File: config.mk
export PLATFORM = sky130hd
export DESIGN_NAME = uart_tx_ext_flat
export DESIGN_NICKNAME = d
export VERILOG_FILES = /design/src/rtl/uart_pkg.sv /design/src/rtl/uart_tx_ext_if.sv /design/src/rtl/uart_baud_gen.sv /design/src/rtl/uart_tx_ext.sv /design/src/flat_wrapper.sv
export SDC_FILE = /design/constraint.sdc
export NUM_CORES = 1
export LEC_CHECK = 0
export CAP_MARGIN = 0
export CORE_ASPECT_RATIO = 1.1
export CORE_MARGIN = 3
export CORE_UTILIZATION = 32
export DETAILED_ROUTE_END_ITERATION = 8
export PLACE_DENSITY_LB_ADDON = 0.05
export SETUP_SLACK_MARGIN = 0.1
export SLEW_MARGIN = 20
export SYNTH_ARGS = -nofsm -noshare
export SYNTH_HDL_FRONTEND = slang
export SYNTH_HIERARCHICAL = 1
export SYNTH_SLANG_ARGS = --single-unit
File: constraint.sdc
create_clock -name i_clk -period 5.8 [get_ports i_clk]
set_input_delay 1.45 -clock i_clk [delete_from_list [all_inputs] [get_ports i_clk]]
set_output_delay 1.45 -clock i_clk [all_outputs]
set_load 0.02 [all_outputs]
File: src/rtl/uart_pkg.sv
// uart_pkg: shared UART types and constants (FSM states, parity modes, DATA_BITS limits, parity helper)
package uart_pkg;
  typedef enum logic [2:0] {ST_IDLE, ST_START, ST_DATA, ST_PARITY, ST_STOP} state_t;
  localparam logic [1:0] PAR_NONE = 2'b00;
  localparam logic [1:0] PAR_EVEN = 2'b01;
  localparam logic [1:0] PAR_ODD  = 2'b10;
  localparam int DATA_BITS_MIN = 5;
  localparam int DATA_BITS_MAX = 9;
  localparam int CNT_W = $clog2(DATA_BITS_MAX);
  function automatic logic parity_en(input logic [1:0] mode);
    return mode == PAR_EVEN || mode == PAR_ODD;
  endfunction
endpackage

File: src/rtl/uart_tx_ext_if.sv
// uart_tx_ext_if: transmitter bus (word handshake, divisor load, frame options, serial line, status); master drives i_*, slave drives o_*
interface uart_tx_ext_if #(
  parameter int DATA_BITS = 8,
  parameter int DIV_W     = 16
);
  logic [DATA_BITS-1:0] i_data;
  logic                 i_valid;
  logic                 o_ready;
  logic [DIV_W-1:0]     i_div;
  logic                 i_div_we;
  logic [1:0]           i_parity;
  logic                 i_stop2;
  logic                 o_tx;
  logic                 o_busy;
  logic                 o_done;
  modport master (
    output i_data, i_valid, i_div, i_div_we, i_parity, i_stop2,
    input  o_ready, o_tx, o_busy, o_done
  );
  modport slave (
    input  i_data, i_valid, i_div, i_div_we, i_parity, i_stop2,
    output o_ready, o_tx, o_busy, o_done
  );
endinterface

File: src/rtl/uart_baud_gen.sv
// uart_baud_gen: bit-period counter; i_en runs it (held at 0 otherwise), o_tick marks the last clock of each i_div+1 clock bit
module uart_baud_gen #(
  parameter int DIV_W = 16
) (
  input  logic             i_clk,
  input  logic             i_rst_n,
  input  logic             i_en,
  input  logic [DIV_W-1:0] i_div,
  output logic             o_tick
);
  logic [DIV_W-1:0] cnt_q, cnt_d;
  always_comb begin
    o_tick = i_en && cnt_q == i_div;
    cnt_d  = (!i_en || o_tick) ? '0 : cnt_q + 1'b1;
  end
  always_ff @(posedge i_clk or negedge i_rst_n)
    if (!i_rst_n) cnt_q <= '0;
    else          cnt_q <= cnt_d;
endmodule

File: src/rtl/uart_tx_ext.sv
// uart_tx_ext: UART transmitter with runtime divisor, parity, 1/2 stop bits and one-entry holding buffer; i_clk/i_rst_n plus slave bus
module uart_tx_ext
  import uart_pkg::*;
#(
  parameter int          DATA_BITS   = 8,
  parameter int          DIV_W       = 16,
  parameter int unsigned DEFAULT_DIV = 5207
) (
  input logic           i_clk,
  input logic           i_rst_n,
  uart_tx_ext_if.slave  bus
);
  if (DATA_BITS < DATA_BITS_MIN || DATA_BITS > DATA_BITS_MAX) begin : g_bad_data_bits
    $error("uart_tx_ext: DATA_BITS out of range");
  end
  state_t               state_q, state_d;
  logic [DATA_BITS-1:0] shift_q, shift_d, buf_q, buf_d, load_data;
  logic [CNT_W-1:0]     bit_q, bit_d;
  logic [DIV_W-1:0]     div_q, div_d, fdiv_q, fdiv_d;
  logic                 buf_full_q, buf_full_d;
  logic                 par_q, par_d, par_en_q, par_en_d, stop2_q, stop2_d;
  logic                 tx_q, tx_d;
  logic                 tick, accept, last_stop, load;
  uart_baud_gen #(.DIV_W(DIV_W)) u_baud (
    .i_clk   (i_clk),
    .i_rst_n (i_rst_n),
    .i_en    (state_q != ST_IDLE),
    .i_div   (fdiv_q),
    .o_tick  (tick)
  );
  always_ff @(posedge i_clk or negedge i_rst_n)
    if (!i_rst_n) begin
      state_q    <= ST_IDLE;
      shift_q    <= '0;
      buf_q      <= '0;
      buf_full_q <= 1'b0;
      bit_q      <= '0;
      div_q      <= DIV_W'(DEFAULT_DIV);
      fdiv_q     <= '0;
      par_q      <= 1'b0;
      par_en_q   <= 1'b0;
      stop2_q    <= 1'b0;
      tx_q       <= 1'b1;
    end else begin
      state_q    <= state_d;
      shift_q    <= shift_d;
      buf_q      <= buf_d;
      buf_full_q <= buf_full_d;
      bit_q      <= bit_d;
      div_q      <= div_d;
      fdiv_q     <= fdiv_d;
      par_q      <= par_d;
      par_en_q   <= par_en_d;
      stop2_q    <= stop2_d;
      tx_q       <= tx_d;
    end
  // accept needs an empty buffer and drain needs a full one, so they never coincide
  always_comb begin
    accept     = bus.i_valid && !buf_full_q;
    last_stop  = state_q == ST_STOP && tick && bit_q == CNT_W'(stop2_q);
    load       = (state_q == ST_IDLE && accept) || (last_stop && buf_full_q);
    load_data  = state_q == ST_IDLE ? bus.i_data : buf_q;
    div_d      = bus.i_div_we ? bus.i_div : div_q;
    buf_d      = (accept && state_q != ST_IDLE) ? bus.i_data : buf_q;
    buf_full_d = (accept && state_q != ST_IDLE) || (buf_full_q && !last_stop);
    fdiv_d     = load ? div_q : fdiv_q;
    par_en_d   = load ? parity_en(bus.i_parity) : par_en_q;
    par_d      = load ? (^load_data) ^ (bus.i_parity == PAR_ODD) : par_q;
    stop2_d    = load ? bus.i_stop2 : stop2_q;
    shift_d    = load ? load_data : shift_q;
    state_d    = state_q;
    bit_d      = bit_q;
    unique case (state_q)
      ST_IDLE:   if (load) state_d = ST_START;
      ST_START:  if (tick) begin
        state_d = ST_DATA;
        bit_d   = '0;
      end
      ST_DATA:   if (tick) begin
        shift_d = shift_q >> 1;
        bit_d   = bit_q + 1'b1;
        if (bit_q == CNT_W'(DATA_BITS - 1)) begin
          state_d = par_en_q ? ST_PARITY : ST_STOP;
          bit_d   = '0;
        end
      end
      ST_PARITY: if (tick) state_d = ST_STOP;
      ST_STOP:   if (tick) begin
        bit_d = bit_q + 1'b1;
        if (last_stop) begin
          state_d = load ? ST_START : ST_IDLE;
          bit_d   = '0;
        end
      end
      default:   state_d = ST_IDLE;
    endcase
  end
  // line level is registered from the next state so it changes exactly on bit boundaries
  always_comb begin
    tx_d        = state_d == ST_START  ? 1'b0 :
                  state_d == ST_DATA   ? shift_d[0] :
                  state_d == ST_PARITY ? par_q : 1'b1;
    bus.o_tx    = tx_q;
    bus.o_ready = !buf_full_q;
    bus.o_busy  = state_q != ST_IDLE || buf_full_q;
    bus.o_done  = last_stop;
  end
endmodule

File: src/flat_wrapper.sv
// flat-port wrapper written by rule: the top's interface ports become plain ports
module uart_tx_ext_flat import uart_pkg::*;
#(
  parameter int          DATA_BITS   = 8,
  parameter int          DIV_W       = 16,
  parameter int unsigned DEFAULT_DIV = 5207
)
  (i_clk, i_rst_n, bus_i_data, bus_i_valid, bus_i_div, bus_i_div_we, bus_i_parity, bus_i_stop2, bus_o_ready, bus_o_tx, bus_o_busy, bus_o_done);
  uart_tx_ext_if #(.DATA_BITS(DATA_BITS), .DIV_W(DIV_W)) bus_i ();
  input logic i_clk;
  input logic i_rst_n;
  input wire logic [$bits(bus_i.i_data)-1:0] bus_i_data;
  input wire logic [$bits(bus_i.i_valid)-1:0] bus_i_valid;
  input wire logic [$bits(bus_i.i_div)-1:0] bus_i_div;
  input wire logic [$bits(bus_i.i_div_we)-1:0] bus_i_div_we;
  input wire logic [$bits(bus_i.i_parity)-1:0] bus_i_parity;
  input wire logic [$bits(bus_i.i_stop2)-1:0] bus_i_stop2;
  output wire logic [$bits(bus_i.o_ready)-1:0] bus_o_ready;
  output wire logic [$bits(bus_i.o_tx)-1:0] bus_o_tx;
  output wire logic [$bits(bus_i.o_busy)-1:0] bus_o_busy;
  output wire logic [$bits(bus_i.o_done)-1:0] bus_o_done;
  assign bus_i.i_data = bus_i_data;
  assign bus_i.i_valid = bus_i_valid;
  assign bus_i.i_div = bus_i_div;
  assign bus_i.i_div_we = bus_i_div_we;
  assign bus_i.i_parity = bus_i_parity;
  assign bus_i.i_stop2 = bus_i_stop2;
  assign bus_o_ready = bus_i.o_ready;
  assign bus_o_tx = bus_i.o_tx;
  assign bus_o_busy = bus_i.o_busy;
  assign bus_o_done = bus_i.o_done;
  uart_tx_ext #(.DATA_BITS(DATA_BITS), .DIV_W(DIV_W), .DEFAULT_DIV(DEFAULT_DIV)) u_core (.i_clk(i_clk), .i_rst_n(i_rst_n), .bus(bus_i));
endmodule
-- Word-level counts from Yosys, hierarchy flattened
Index checks and enable logic that the tools add are counted.
- flip-flop bits (word level): 76
- output and inout bits: 4
- $add $sub $neg: 2
- muxes and demuxes: 24
- equality and inequality tests: 15
- reductions and logical operators: 21
- bitwise logic cells: 1
- operators by type and width (operator ; number):
    $mux 8 ; 4
    $mux 3 ; 8
    $mux 4 ; 5
    $add 16x1->16 const B ; 1
    $eq 16x16->1 ; 1
    $mux 16 ; 1
    $pmux 3 s5 ; 1
    $eq 3x2->1 const B ; 4
    $pmux 4 s3 ; 1
    $logic_and 1x1->1 ; 8
    $reduce_xor 8->1 ; 1
    $eq 3x1->1 const B ; 2
    $ne 2x1->1 const B ; 3
    $reduce_bool 3->1 ; 2
    $logic_or 1x1->1 ; 5
    $add 4x1->4 const B ; 1
    $eq 4x1->1 ; 1
    $eq 4x3->1 const B ; 1
    $mux 1 ; 4
    $reduce_and 4->1 ; 1
    $eq 3x3->1 const B ; 1
    $logic_not 1->1 ; 3
    $logic_not 3->1 ; 1
    $eq 2x1->1 const B ; 1
    2 further kinds ; 2

-- Depth between registers and ports, before layout
Gate-level depths: netlist of the first run.
- depth after elaboration: 14
- depth in mapped cells: 13
- depth with buffers taken out: 9

-- Hierarchy
Netlist of the first run, hierarchy kept.
- modules (own cells, without submodules) (module ; area an instance (µm²) ; times used ; cells an instance):
    uart_tx_ext ; 2901.5 ; 1 ; 234
    uart_baud_gen ; 994.7 ; 1 ; 101

-- Least setup slack after synthesis of the first run
Ideal clock, no wire load.
- path kind: reg2out
- start: reg u_core.u_baud.cnt_q[4]
- end: out bus_o_done
- data arrival time: 1708 ps
- required time: 4350 ps
- stages on the path, launching flop included: 9
- setup slack: 2642 ps
- path through: dfrtp_1 > clkbuf_1 > xnor2_1 > nand4_1 > nor2_1 > and3_1 > buf_2 > and4bb_2 > and2_1
- cells in the longest elaborated chain, start to end: 4
- ends and longest elaborated chain (element ; RTL line ; text):
    start: declaration ; uart_baud_gen.sv:11 ; logic [DIV_W-1:0] cnt_q, cnt_d;
    start signal: assignment ; uart_baud_gen.sv:18 ; else cnt_q <= cnt_d;
    $eq 16x16->1 ; uart_baud_gen.sv:13 ; o_tick = i_en && cnt_q == i_div;
    $logic_and 1x1->1 ; uart_baud_gen.sv:13 ;
    via u_core.tick ; uart_tx_ext.sv:23 ; logic tick, accept, last_stop, load;
    $logic_and 1x1->1 (2 in series) ; uart_tx_ext.sv:60 ; last_stop = state_q == ST_STOP && tick && bit_q == CNT_W'(stop2_q);
    end: declaration ; flat_wrapper.sv:21 ; output wire logic [$bits(bus_i.o_done)-1:0] bus_o_done;
The timed path passes the listed nets, and every way through them passes these cells.

-- Worst setup path in the final report of the first run
- start: reg u_core.state_q[0]
- end: out bus_o_done
- cells in the longest elaborated chain, start to end: 4
- elaborated cells between the ends (all ways): 5
- ends and longest elaborated chain (element ; RTL line ; text):
    start: declaration ; uart_tx_ext.sv:16 ; state_t state_q, state_d;
    start signal: assignment ; uart_tx_ext.sv:45 ; state_q <= state_d;
    $reduce_bool 3->1 ; uart_tx_ext.sv:27 ; .i_en (state_q != ST_IDLE),
    $logic_and 1x1->1 ; uart_baud_gen.sv:13 ;
    via u_core.tick ; uart_tx_ext.sv:23 ;
    $logic_and 1x1->1 (2 in series) ; uart_tx_ext.sv:60 ;
The timed path passes the listed nets, and every way through them passes these cells.

==> results of run 1 <==
sequential cells by signal (all words and copies together), names as in the netlist, 3 cells and up:
signal	flops
u_core/u_baud/cnt_q	16
u_core/div_q	16
u_core/shift_q	8
u_core/bit_q	4
u_core/buf_q	8
u_core/state_q	3
u_core/fdiv_q	16
power by group through the flow:
stage	Combinational, mW	Clock, mW	Sequential, mW
after floorplan	0.557	0	0.785
after global placement	0.655	0	0.830
after detailed placement	0.656	0	0.832
after CTS	0.658	0.674	0.824
after global routing	0.727	0.703	0.845
final	0.650	0.655	0.820
through the flow:
| step | setup slack, ps | hold WS [ps] | instances | utilization |
|---|---|---|---|---|
| final | 1310 | 479 | 518 | 0.396 |
| after global routing | 1170 | 508 | 518 | 0.396 |
| after CTS | 1280 | 485 | 518 | 0.395 |
| after detailed placement | 1650 | 469 | 502 | 0.366 |
| after global placement | 1720 | 461 | 502 | 0.366 |
| after floorplan | 2640 | 449 | 335 | - |
final cells by class:
| class | count | area (sq um) |
|---|---|---|
| Tap cell | 150 | 188 |
| Multi-Input combinational cell | 232 | 1800 |
| Fill cell | 1146 | 7070 |
| Inverter | 10 | 37.5 |
| Sequential cell | 76 | 1910 |
| Clock inverter | 7 | 123 |
| Timing Repair Buffer | 34 | 342 |
| Clock buffer | 9 | 225 |
cell families (layout without fill, tap and decap cells):
| family | Yosys count | count (layout) |
|---|---|---|
| adders and majority gates | 3 | 3 |
| and+or+nand+nor | 100 | 100 |
| buffers and inverters | 27 | 60 |
| DFF | 76 | 76 |
| muxes | 55 | 55 |
| AOI/OAI and AO/OA | 31 | 31 |
| xor gates and xnor gates | 43 | 43 |
final timing paths:
kind	to	slack, ps	cells past startpoint
min reg2reg	u_core/shift_q[3]	480	2
min in group asynchronous	u_core/bit_q[0]	1130	1
min	u_core/shift_q[3]	480	2
max reg2reg	u_core/bus.o_tx	2510	8
max	bus_o_done	1310	6
max in group asynchronous	u_core/buf_q[0]	4150	1
cells in the mapped netlist, types with 2 or more instances:
library cell / number / area, sq um
dfrtp_1: 68 / 1700
mux2_2: 43 / 484
xnor2_1: 34 / 298
nand2_1: 32 / 120
nor2_1: 24 / 90.1
mux2i_1: 11 / 110
o21ai_0: 10 / 50.1
inv_1: 9 / 33.8
dfstp_2: 8 / 210
a21oi_1: 7 / 35.0
buf_6: 7 / 78.8
nand3_1: 7 / 35.0
nand4_1: 7 / 43.8
xor2_1: 7 / 61.3
clkbuf_1: 6 / 22.5
nor3_1: 5 / 25.0
nor4_1: 5 / 31.3
ha_1: 3 / 37.5
a211oi_1: 2 / 15.0
and2_1: 2 / 12.5
and3_1: 2 / 12.5
and4bb_2: 2 / 25.0
o21bai_1: 2 / 15.0
o31ai_1: 2 / 15.0
routing by layer:
metal | share of wire | vias to the layer above | wire (um)
li1 | - | 1214 | -
met1 | 0.48 | 1236 | 3820
met2 | 0.47 | 32 | 3690
met3 | 0.031 | 11 | 246
met4 | 0.017 | 0 | 132
met5 | 0 | - | 0
worst max-delay path: stages (launching register included):
cell and delay [ps]:
dfrtp_1 510, nor3_4 660, inv_2 230, and3_1 320, and4bb_2 280, and2_1 170, clkdlybuf4s50_1 530
==> flow_summary.yaml, run 1 <==
run_status:
  run_status: "completed"
sta:
  rsz0062_at_grt: "no"
  finalHoldViolCount: 0
  finalClockSkew_ps: 4.67
  maxSlewHeadroom: 0.358
  tightest_slew_ps: 960
  setup_viol_count_final: 0
  finalCriticalPeriod_ps: 4490
  period_share: 0.775
  setup_tns_ps: 0
  drv_slew: 0
  max_freq_mhz: 223
synth:
  yosysSeqAreaShare: 0.491
  syn_area_sq_um: 3900
  synth_seq_cells: 76
  yosysWarnings: 6
  synth_edf_count: 0
  avgSynthCellArea_sq_um: 11.6
  synth_ff_type: "dfrtp_1"
  syn-num-nets: 369
  async_flop_share: 1.00
  synth_compound_area_frac: 0.0556
  synthSimpleGateAreaFrac: 0.139
  synth_fa_ha_area_frac: 0.00963
  netlist-cell-type-count: 54
  synthXorXnorAreaFrac: 0.102
  synth_mux_area_frac: 0.156
  syn-instance-count: 335
  synth_top_family_by_area: "multiplexers"
placement:
  dp_hpwl_um: 5420
  gp_congestion: 0.797
  io_buffers: 34
  postPlaceCellArea_sq_um: 4280
routing:
  ant_nets: 0
  routed_wl_um: 7900
  vias: 2493
  drt_first_iter_violations: 82
  drc_errors: 0
  drt-wirelength-per-cell_um: 15.2
  drt_pass1_iterations: 4
  vias_per_cell: 4.81
clock_network:
  path_clk_slew_ps: 60
  cts_hold_buf: 0
  cts_resized: 0
  cts.sink_count: 76
  h-tree-depth: 3
  root_buffer: "clkbuf_16"
  worstSkewPairLatency_ps: 330
  clockBufferDepth: 2
  tritoncts: "done"
  cts_buffers: 9
  post_cts_buffers: 0
final_layout:
  finalInstanceArea_sq_um: 4630
  layout_common_cells: "dfrtp_1 (68), mux2_2 (43), xnor2_1 (34)"
  final_common_cell: "dfrtp_1"
  drive_gt1_frac: 0.223
  antenna_cells: 0
  fin_nets: 397
  syn2layout_area_growth_pct: 18.8
pwr:
  p_clk_frac: 0.308
  ir_worst_vdd_v: 0.000171
  total_power_mw: 2.13
  comb_power_share: 0.306
  p_seq_frac: 0.386
  leakage_nw: 1.89
  internal-power_mw: 1.46
  powerDensity_nw_per_um2: 459
  p_sw_uw: 667
  p_sw_frac: 0.314
global_route:
  grt.busiest_layer: "met2"
  grt_max_degree: 77
  grtUsageTotal: 0.127
  grt_pass1_wl_um: 13600
  grt_util_met2: 0.198
  gr-usage-met1: 0.169
  antenna_found_initial: 0
  grt-ovfl-total: 0
  grtUsageMet3: 0.0318
  first_global_vias: 2645
setup_path:
  timing.rr.start: "u_core/state_q[0]"
  endpoint_kind: "output port"
  crit_start: "u_core/state_q[0]"
  critPathLaunchType: "flip-flop"
  worstPathArrival_ps: 3040
  crit_fanout: 13
  critPathKind: "flip-flop to output port"
  cp_data_required_time_ps: 4350
die:
  die_area_sq_um: 13500
  ios: 35
  row_count: 41
  start_util: 0.333
  die_h_um: 122
  coreArea_sq_um: 11700
  die_w_um: 111
job:
  drv_cap: 0
hold_path:
  worstHoldPathType: "flip-flop to flip-flop"
  holdCritStartpoint: "u_core/shift_q[4]"
(Power assumes the default switching activity.)
==> inputs of run 2 (changes only) <==
==> constraint.sdc (replaced) <==
create_clock -name i_clk -period 4.4 [get_ports i_clk]
set_input_delay 1.1 -clock i_clk [delete_from_list [all_inputs] [get_ports i_clk]]
set_output_delay 1.1 -clock i_clk [all_outputs]
set_load 0.02 [all_outputs]
==> flow_summary.yaml, run 2 (same netlist as run 1, synthesis figures left out) <==
setup_path:
  crit_chain: "xnor2_1, nand4_1, nor2_1, and3_1, and4bb_2, and2_1, clkdlybuf4s50_1"
  crit_fanout: 9
  cp_data_required_time_ps: 3300
  critPathLaunchType: "flip-flop"
  cp_num_buf_inv: 1
  critPathKind: "flip-flop to output port"
  cp_top_family: "simple AND/OR/NAND/NOR gates"
  cp_slowest_cell: "clkdlybuf4s50_1"
  cp_slowest_stage_delay_ps: 600
  worstPathArrival_ps: 2750
  endpoint_kind: "output port"
clock_network:
  cts_hold_buf: 0
  clockBufferDepth: 2
  h-tree-depth: 3
  root_buffer: "clkbuf_16"
  cts.sink_count: 76
  cts_buffers: 9
  worstSkewPairLatency_ps: 330
  tritoncts: "done"
  post_cts_buffers: 0
  cts_resized: 0
  path_clk_slew_ps: 60
die:
  coreArea_sq_um: 11700
  die_h_um: 122
  ios: 35
  start_util: 0.333
  die_area_sq_um: 13500
  die_w_um: 111
  row_count: 41
global_route:
  grtUsageMet3: 0.0229
  grt.busiest_layer: "met2"
  gr-usage-met1: 0.163
  grtUsageTotal: 0.128
  grt_pass1_wl_um: 13700
  grt_util_met2: 0.211
  grt_max_degree: 77
  first_global_vias: 2646
  grt-ovfl-total: 0
  antenna_found_initial: 0
final_layout:
  multi_input_area_sq_um: 1800
  final_common_cell: "dfrtp_1"
  drive_gt1_frac: 0.225
  syn2layout_area_growth_pct: 19.0
  nFillCells: 1165
  antenna_cells: 0
  layout_common_cells: "dfrtp_1 (68), mux2_2 (43), xnor2_1 (34)"
  seqCellArea_sq_um: 1910
  largestRegisters: "u_core/div_q (16), u_core/fdiv_q (16), u_core/u_baud/cnt_q (16)"
  fin_nets: 398
pwr:
  p_clk_frac: 0.306
  powerDensity_nw_per_um2: 602
  leakage_nw: 1.90
  ir_worst_vdd_v: 0.000302
  p_sw_frac: 0.306
  p_seq_frac: 0.388
  p_sw_uw: 855
  internal-power_mw: 1.94
  comb_power_share: 0.307
routing:
  drc_errors: 0
  vias_per_cell: 4.87
  vias: 2525
  drt_pass1_iterations: 4
  ant_nets: 0
  drt-wirelength-per-cell_um: 15.2
  drt_first_iter_violations: 88
  routed_wl_um: 7910
sta:
  rsz0062_at_grt: "no"
  setup_tns_ps: 0
  maxSlewHeadroom: 0.361
  finalCriticalPeriod_ps: 3850
  tightest_slew_ps: 955
  finalClockSkew_ps: 5.43
  layout_setup_ws_ps: 552
  period_share: 0.875
  max_freq_mhz: 260
  drv_slew: 0
  setup_viol_count_final: 0
  finalHoldViolCount: 0
  worst_hold_slack_ps: 481
hold_path:
  worstHoldPathType: "flip-flop to flip-flop"
placement:
  io_buffers: 34
  gp_congestion: 0.727
  dp_hpwl_um: 5410
  dp_slack_ps: 874
run_status:
  run_status: "completed"
job:
  drv_cap: 0
[run 2: tightest hold or removal path, delay by kind of cell, from the launching register on]
family	cells	cell delay (ps)
AO/OA/AOI/OAI	1	60
flip-flops	1	340
AND/OR/NAND/NOR	1	50
[run 2: power by group through the flow]
stage          clock [mW]  combinational, mW  sequential, mW
2_1_floorplan           0              0.734            1.04
4_1_cts             0.885              0.879            1.09
3_5_place_dp            0              0.875            1.10
6_report            0.854              0.857            1.08
3_3_place_gp            0              0.875            1.10
5_1_grt             0.915              0.962            1.12
[run 2: area by class of cell]
class / instances / area share
Clock buffer: 10 / 0.0515
Sequential cell: 76 / 0.412
Inverter: 10 / 0.00809
Timing Repair Buffer: 35 / 0.0753
Tap cell: 150 / 0.0405
Multi-Input combinational cell: 232 / 0.388
Clock inverter: 6 / 0.0240
[run 2: worst paths after layout]
kind | startpoint | to | slack (ps) | depth (start not counted)
setup / recovery | u_core/u_baud/cnt_q[4] | bus_o_done | 550 | 7
hold / removal | u_core/shift_q[2] | u_core/shift_q[1] | 480 | 2
setup reg to reg | u_core/u_baud/cnt_q[4] | u_core/shift_q[0] | 1310 | 9
hold reg to reg | u_core/shift_q[2] | u_core/shift_q[1] | 480 | 2
max in group asynchronous | i_rst_n | u_core/buf_q[6] | 3130 | 1
min in group asynchronous | i_rst_n | u_core/bit_q[1] | 780 | 1
[run 2: layer usage]
metal | wire length [um] | vias to the layer above
met4 | 160 | 0
met1 | 3680 | 1253
met3 | 228 | 11
li1 | - | 1220
met2 | 3850 | 41
met5 | 0 | -
[run 2: per-stage QoR]
stage,cells,util,total power [mW],cell area [sq um]
floorplan,335,-,1.77,3900
global placement,503,0.366,1.97,4280
detailed placement,503,0.366,1.97,4280
CTS,519,0.396,2.85,4630
global route,519,0.397,2.99,4640
finish,519,0.397,2.79,4640
==> inputs of run 3 (changes only) <==
--- a/config.mk
+++ b/config.mk
@@ -5,7 +5,7 @@
 export SDC_FILE = /design/constraint.sdc
 export NUM_CORES = 1
 export LEC_CHECK = 0
-export CAP_MARGIN = 0
+export CAP_MARGIN = 5
 export CORE_ASPECT_RATIO = 1.1
 export CORE_MARGIN = 3
 export CORE_UTILIZATION = 32
==> results of run 3 <==
Final layout, timing and power as in run 2 (identical DEF).
